## config.mk

```make
export PLATFORM = sky130hd
export DESIGN_NAME = regfile_scoreboard
export DESIGN_NICKNAME = d
export VERILOG_FILES = /design/src/rtl/regfile_scoreboard.sv
export SDC_FILE = /design/constraint.sdc
export NUM_CORES = 2
export LEC_CHECK = 0
export CAP_MARGIN = 0
export CORE_MARGIN = 10
export CORE_UTILIZATION = 55
export DETAILED_ROUTE_END_ITERATION = 6
export PLACE_DENSITY_LB_ADDON = 0.15
export SLEW_MARGIN = 15
export SYNTH_ARGS = -nofsm -noshare
export SYNTH_HDL_FRONTEND = slang
export SYNTH_SLANG_ARGS = --single-unit
```

## constraint.sdc

```tcl
create_clock -name clk -period 4.6 [get_ports clk]
set_clock_uncertainty 0.1 [all_clocks]
set_input_delay 0.69 -clock clk [delete_from_list [all_inputs] [get_ports clk]]
set_output_delay 0.69 -clock clk [all_outputs]
set_load 0.05 [all_outputs]
```

## src/rtl/regfile_scoreboard.sv

```systemverilog
// regfile_scoreboard
//   Architectural register file with a per-register pending-write scoreboard.
//   It sits directly after writeback and serves decode. Commits from writeback
//   update the array. Decode reads its two source operands with a same-cycle
//   bypass of the committing value. Issue is stalled while a source register
//   still has an in-flight producer, or while the destination's pending
//   counter is full.
//
// Parameters
//   LEN_REGNO  register-number width (N_REG = 1 << LEN_REGNO)
//   LEN_REG    register data width
//   LEN_PEND   pending counter width (at most 2**LEN_PEND-1 writes in flight per reg)
//
// Ports
//   clk, rst               clock; synchronous active-high reset
//   valid_i / stall_o      decode handshake (stall_o is forced high during rst)
//   rs1_regno/rs1_used     source 1 select and use flag
//   rs2_regno/rs2_used     source 2 select and use flag
//   rd_regno/is_wb         destination select and write flag
//   rs1_data/rs2_data      combinational operands with writeback bypass
//   wb_valid/do_wb         writeback valid and write request (commit = both high)
//   wb_regno/wb_data       commit target and data
//   err_o                  sticky flag: commit seen on a register with no pending write
//
// Configuration
//   R0_ZERO_EN  when defined, register 0 is hardwired to zero. Commits to it are
//               dropped, and it never tracks pending writes or causes a stall.
module regfile_scoreboard #(
   parameter int LEN_REGNO = 5,
   parameter int LEN_REG   = 32,
   parameter int LEN_PEND  = 2
) (
   input  logic                 clk,
   input  logic                 rst,
   input  logic                 valid_i,
   output logic                 stall_o,
   input  logic [LEN_REGNO-1:0] rs1_regno,
   input  logic                 rs1_used,
   input  logic [LEN_REGNO-1:0] rs2_regno,
   input  logic                 rs2_used,
   input  logic [LEN_REGNO-1:0] rd_regno,
   input  logic                 is_wb,
   output logic [LEN_REG-1:0]   rs1_data,
   output logic [LEN_REG-1:0]   rs2_data,
   input  logic                 wb_valid,
   input  logic                 do_wb,
   input  logic [LEN_REGNO-1:0] wb_regno,
   input  logic [LEN_REG-1:0]   wb_data,
   output logic                 err_o
);

   localparam int N_REG = 1 << LEN_REGNO;

   logic [LEN_REG-1:0]                regs [N_REG];
   logic [N_REG-1:0][LEN_PEND-1:0]    pend;
   logic [N_REG-1:0]                  inc_vec, dec_vec;

   logic commit, commit_eff, issue;
   logic haz1, haz2, sat, underflow;
   logic byp1, byp2;

   assign commit = wb_valid & do_wb;
`ifdef R0_ZERO_EN
   assign commit_eff = commit & (wb_regno != '0);
`else
   assign commit_eff = commit;
`endif

   // Operand read: the committing value is visible in the same cycle, because
   // the array only takes it at the next edge.
   assign byp1 = commit_eff & (wb_regno == rs1_regno);
   assign byp2 = commit_eff & (wb_regno == rs2_regno);

`ifdef R0_ZERO_EN
   assign rs1_data = (rs1_regno == '0) ? '0 : (byp1 ? wb_data : regs[rs1_regno]);
   assign rs2_data = (rs2_regno == '0) ? '0 : (byp2 ? wb_data : regs[rs2_regno]);
`else
   assign rs1_data = byp1 ? wb_data : regs[rs1_regno];
   assign rs2_data = byp2 ? wb_data : regs[rs2_regno];
`endif

   // A source is hazardous while it has pending writes. The exception is when
   // the last outstanding write is committing right now; the bypass covers it.
   assign haz1 = rs1_used & (pend[rs1_regno] != '0) &
                 ~(commit & (wb_regno == rs1_regno) & (pend[rs1_regno] == LEN_PEND'(1)));
   assign haz2 = rs2_used & (pend[rs2_regno] != '0) &
                 ~(commit & (wb_regno == rs2_regno) & (pend[rs2_regno] == LEN_PEND'(1)));
   // A full counter blocks another producer instead of letting it wrap.
   assign sat  = is_wb & (pend[rd_regno] == '1);

   assign stall_o   = rst | (valid_i & (haz1 | haz2 | sat));
   assign issue     = valid_i & ~stall_o & ~rst;
   assign underflow = commit_eff & (pend[wb_regno] == '0);

   always_comb begin
      inc_vec = '0;
      dec_vec = '0;
      inc_vec[rd_regno] = issue & is_wb;
      // A commit with no pending write leaves the counter at zero and only flags err_o.
      dec_vec[wb_regno] = commit_eff & (pend[wb_regno] != '0);
`ifdef R0_ZERO_EN
      inc_vec[0] = 1'b0;
`endif
   end

   always_ff @(posedge clk) begin
      if (rst) begin
         for (int i = 0; i < N_REG; i++) regs[i] <= '0;
         pend  <= '0;
         err_o <= 1'b0;
      end else begin
         if (commit_eff) regs[wb_regno] <= wb_data;
         for (int i = 0; i < N_REG; i++) begin
            // An increment and a decrement in the same cycle cancel out.
            if (inc_vec[i] & ~dec_vec[i])      pend[i] <= pend[i] + LEN_PEND'(1);
            else if (dec_vec[i] & ~inc_vec[i]) pend[i] <= pend[i] - LEN_PEND'(1);
         end
         if (underflow) err_o <= 1'b1;
      end
   end

endmodule

```

==> run metrics <==
Hold Path Depth=4; dpl hpwl=118000 um; drt pass-1 iters=6; hold_sp=rst; clk root buf=clkbuf_16; crit-path most repeated cell=buf_12; Yosys reg bits=1089; max-slew violation count=0; final hold violations=0; # resized after CTS=0; CTS tree=built; vias per inst=6.88; met1 Use GR=42.1%; Num Clock Sinks=1089; TritonCTS Buffers=116; non-filler cells in the finished layout=5558; TNS Setup=0 ns; CP max stage delay=0.52 ns; fmax=234 MHz; largest net degree at the start of global routing=67; Synth Cell Area=60400 um2; reg2reg setup slack=1.09 ns; layout cells sized above 1=30.4%; Max Root-Sink Buffers=3; register area share after synthesis=53.1%; Worst path top cell family by delay=multiplexers; synthesized area per cell=15.3 um2; H-tree Lvls=3; initial antenna violation count=16; worst reg-to-reg path cell count=10; Slowest-stage cell, CP=mux4_2; Area growth syn-to-layout=12.9%; fin nets=4135; Worst VDD drop=308 uV; Crit Path Class=input port to output pin; Setup Buffers After CTS=0; share of the synthesized area in the top cell type=50.9%; gr busiest metal=met2; ys flop type=edfxtp_1; GR Util met2=50.5%; Post-synth EDFFs=1024; Worst Setup End Kind=output pin; met3 Track Usage GR=7.85%; Hold WC Path Type=input port to flip-flop; Static Leakage=23.6 nW; pre-CTS WS=0.172 ns; CP arrival=3.48 ns; Final WS setup=0.329 ns; initial core utilization=55.5%; RD Place Congestion=0.907; cell taking the most area after synthesis=edfxtp_1; CP bufs+invs=4; Detail Route Antenna Nets=0; All-Layer GR Usage=31.7%; Tmin final=4.27 ns; power density cells=361 nW/um2; status=complete, no violations; critical-path cell list=buf_8 -> buf_12 -> buf_12 -> mux4_2 -> mux4_2 -> mux2i_1 -> a21oi_1 -> buf_12; DR iter-0 viols=5833; first-pass GRT wire length=278000 um; reg2reg end=pend[3]$_SDFFE_PP0P_; Least-Margin Pin Slew=1.10 ns; Crit path required time=3.81 ns; worst skew pair latency=0.72 ns; die footprint=123000 um2; DRC=0; final setup vio count=0; crit-path max FO=37; Die Width=351 um; number of max-cap violations=0; CORE AREA=109000 um2; Hold Path End=err_o$_SDFFE_PP0P_; net count after synthesis=4045; PortBufs=125; Ports=126; Yosys cell types=53; # rows=121; Post-CTS Hold Buffers=0; vias in the first global route=38100; Final Cycle Share=92.8%; cell count after synthesis=3953; RSZ-0062 raised after global routing=false; Overflow after GRT=0; fill count=7899; Synth Warn #=0; die height=351 um; clock slew at reported path FFs=0.06 ns; asr flop ratio synth=0%; Placed Cells incl. Taps=5339; final wirelength=194000 um; Vias=38200; Critical R2R Launch=pend[50]$_SDFFE_PP0P_; Synth area leaders=edfxtp_1, mux4_2, and2_1; WL/cell=35.0 um; CP Launch Type=input port; fin util=62.6%; max_slew headroom=26.5%
## layer usage
metal | up-vias | wire length [um]
li1 | 15400 | -
met1 | 19800 | 70900
met2 | 2548 | 92200
met3 | 532 | 22600
met4 | 6 | 8700
met5 | - | 34
## where the power goes
group / switching (mW) / internal [mW] / total, mW
sequential: 0.244 / 11.3 / 11.6
combinational: 2.05 / 1.56 / 3.61
clock: 4.05 / 5.35 / 9.40
## registers in the layout (all words and copies together), names as in the netlist
| name | flops |
|---|---|
| regs | 1024 |
| pend | 64 |
| err_o | 1 |
## final cells by class
class	instances	area, um2	area share [%]
multi-input combinational	2454	26800	39.4
clock buffer	136	3020	4.43
timing repair buffer	376	3710	5.44
tap	1414	1770	2.60
sequential	1089	32100	47.0
antenna	3	7.51	0.0110
inverter	6	22.5	0.0330
clock inverter	80	754	1.11
## Yosys cell counts, types with 2 or more instances
library cell and instances:
ha_1 32, edfxtp_1 1024, and3_1 3, nand4_4 3
buf_4 9, or2_2 34, mux4_1 8, o22ai_1 4
nand2b_1 2, nor2b_1 9, dfxtp_1 65, xor2_1 66
a21oi_1 108, nor3b_1 2, a211oi_1 6, nor2_1 183
and2_1 1026, buf_6 10, nand4_1 2, o21ai_1 2
nand3b_1 3, mux2_2 9, nand3_1 42, inv_1 6
buf_1 17, or3_1 36, xnor2_1 8, a22oi_1 2
nand2_1 23, nor3_1 17, buf_2 66, mux2i_1 78
o21ai_0 47, mux4_2 675, clkbuf_1 301, a22o_1 2
o211ai_1 5, a41oi_1 3
## cell families after synthesis
group,after synthesis,share of synthesized area [%]
flip-flops,1089,53.1
buffers and inverters,410,2.89
XOR/XNOR,74,1.07
adder cells (fa/ha/maj),32,0.663
AO/OA/AOI/OAI,188,1.73
multiplexers,770,27.0
AND/OR/NAND/NOR,1390,13.6
## per-stage QoR
| step | total power, mW | area (um2) | hold slack, ns |
|---|---|---|---|
| after detailed placement | 15.3 | 64400 | 0.374 |
| after CTS | 24.6 | 68100 | 0.224 |
| after global routing | 25.2 | 68200 | 0.252 |
| after global placement | 15.3 | 64400 | 0.380 |
| after floorplan | 13.9 | 60400 | 0.381 |
| final | 24.6 | 68200 | 0.248 |
## worst register-to-register path: stages, from the launching register on
cell	delay, ns
dfxtp_1	0.53
mux2i_1	0.13
a311o_1	0.37
nor3_1	0.19
o41ai_1	0.11
or4_1	0.72
nand4_4	0.33
nor2_1	0.09
ha_1	0.32
or3_1	0.36
a21oi_1	0.17
## worst max-delay path by stage
stage | from | end | depth (start not counted)
after global placement | rd_regno[0] | pend[63]$_SDFFE_PP0P_ | 11
after floorplan | rs2_regno[1] | rs2_data[1] | 8
after global routing | rd_regno[0] | stall_o | 9
final | rs2_regno[0] | rs2_data[23] | 8
after detailed placement | rd_regno[0] | pend[3]$_SDFFE_PP0P_ | 11
after CTS | rd_regno[0] | stall_o | 9
## cells in the final DEF, fill, tap and decap left out, types with 4 or more instances in the layout
cell | synthesis | final
mux2i_1 | 78 | 78
mux2_2 | 9 | 9
a21oi_1 | 108 | 108
nor2b_1 | 9 | 8
xor2_1 | 66 | 66
a211oi_1 | 6 | 6
inv_1 | 6 | 6
and2_1 | 1026 | 1026
or3_1 | 36 | 34
bufinv_16 | 0 | 12
clkbuf_8 | 0 | 4
nor2_4 | 0 | 32
nand2_1 | 23 | 23
clkdlybuf4s50_1 | 0 | 49
buf_4 | 9 | 262
clkinv_2 | 0 | 27
mux4_2 | 675 | 675
nor3_1 | 17 | 17
clkinvlp_4 | 0 | 5
dfxtp_1 | 65 | 65
o22ai_1 | 4 | 4
ha_1 | 32 | 32
o211ai_1 | 5 | 5
or2_2 | 34 | 34
clkinv_1 | 0 | 29
nor2_1 | 183 | 151
clkbuf_16 | 0 | 116
edfxtp_1 | 1024 | 1024
mux4_1 | 8 | 8
xnor2_1 | 8 | 8
nand3_1 | 42 | 42
buf_8 | 0 | 4
o21ai_0 | 47 | 47
clkbuf_1 | 301 | 16
buf_12 | 1 | 58
clkinv_8 | 0 | 4
Power figures use the tool's default switching activity.
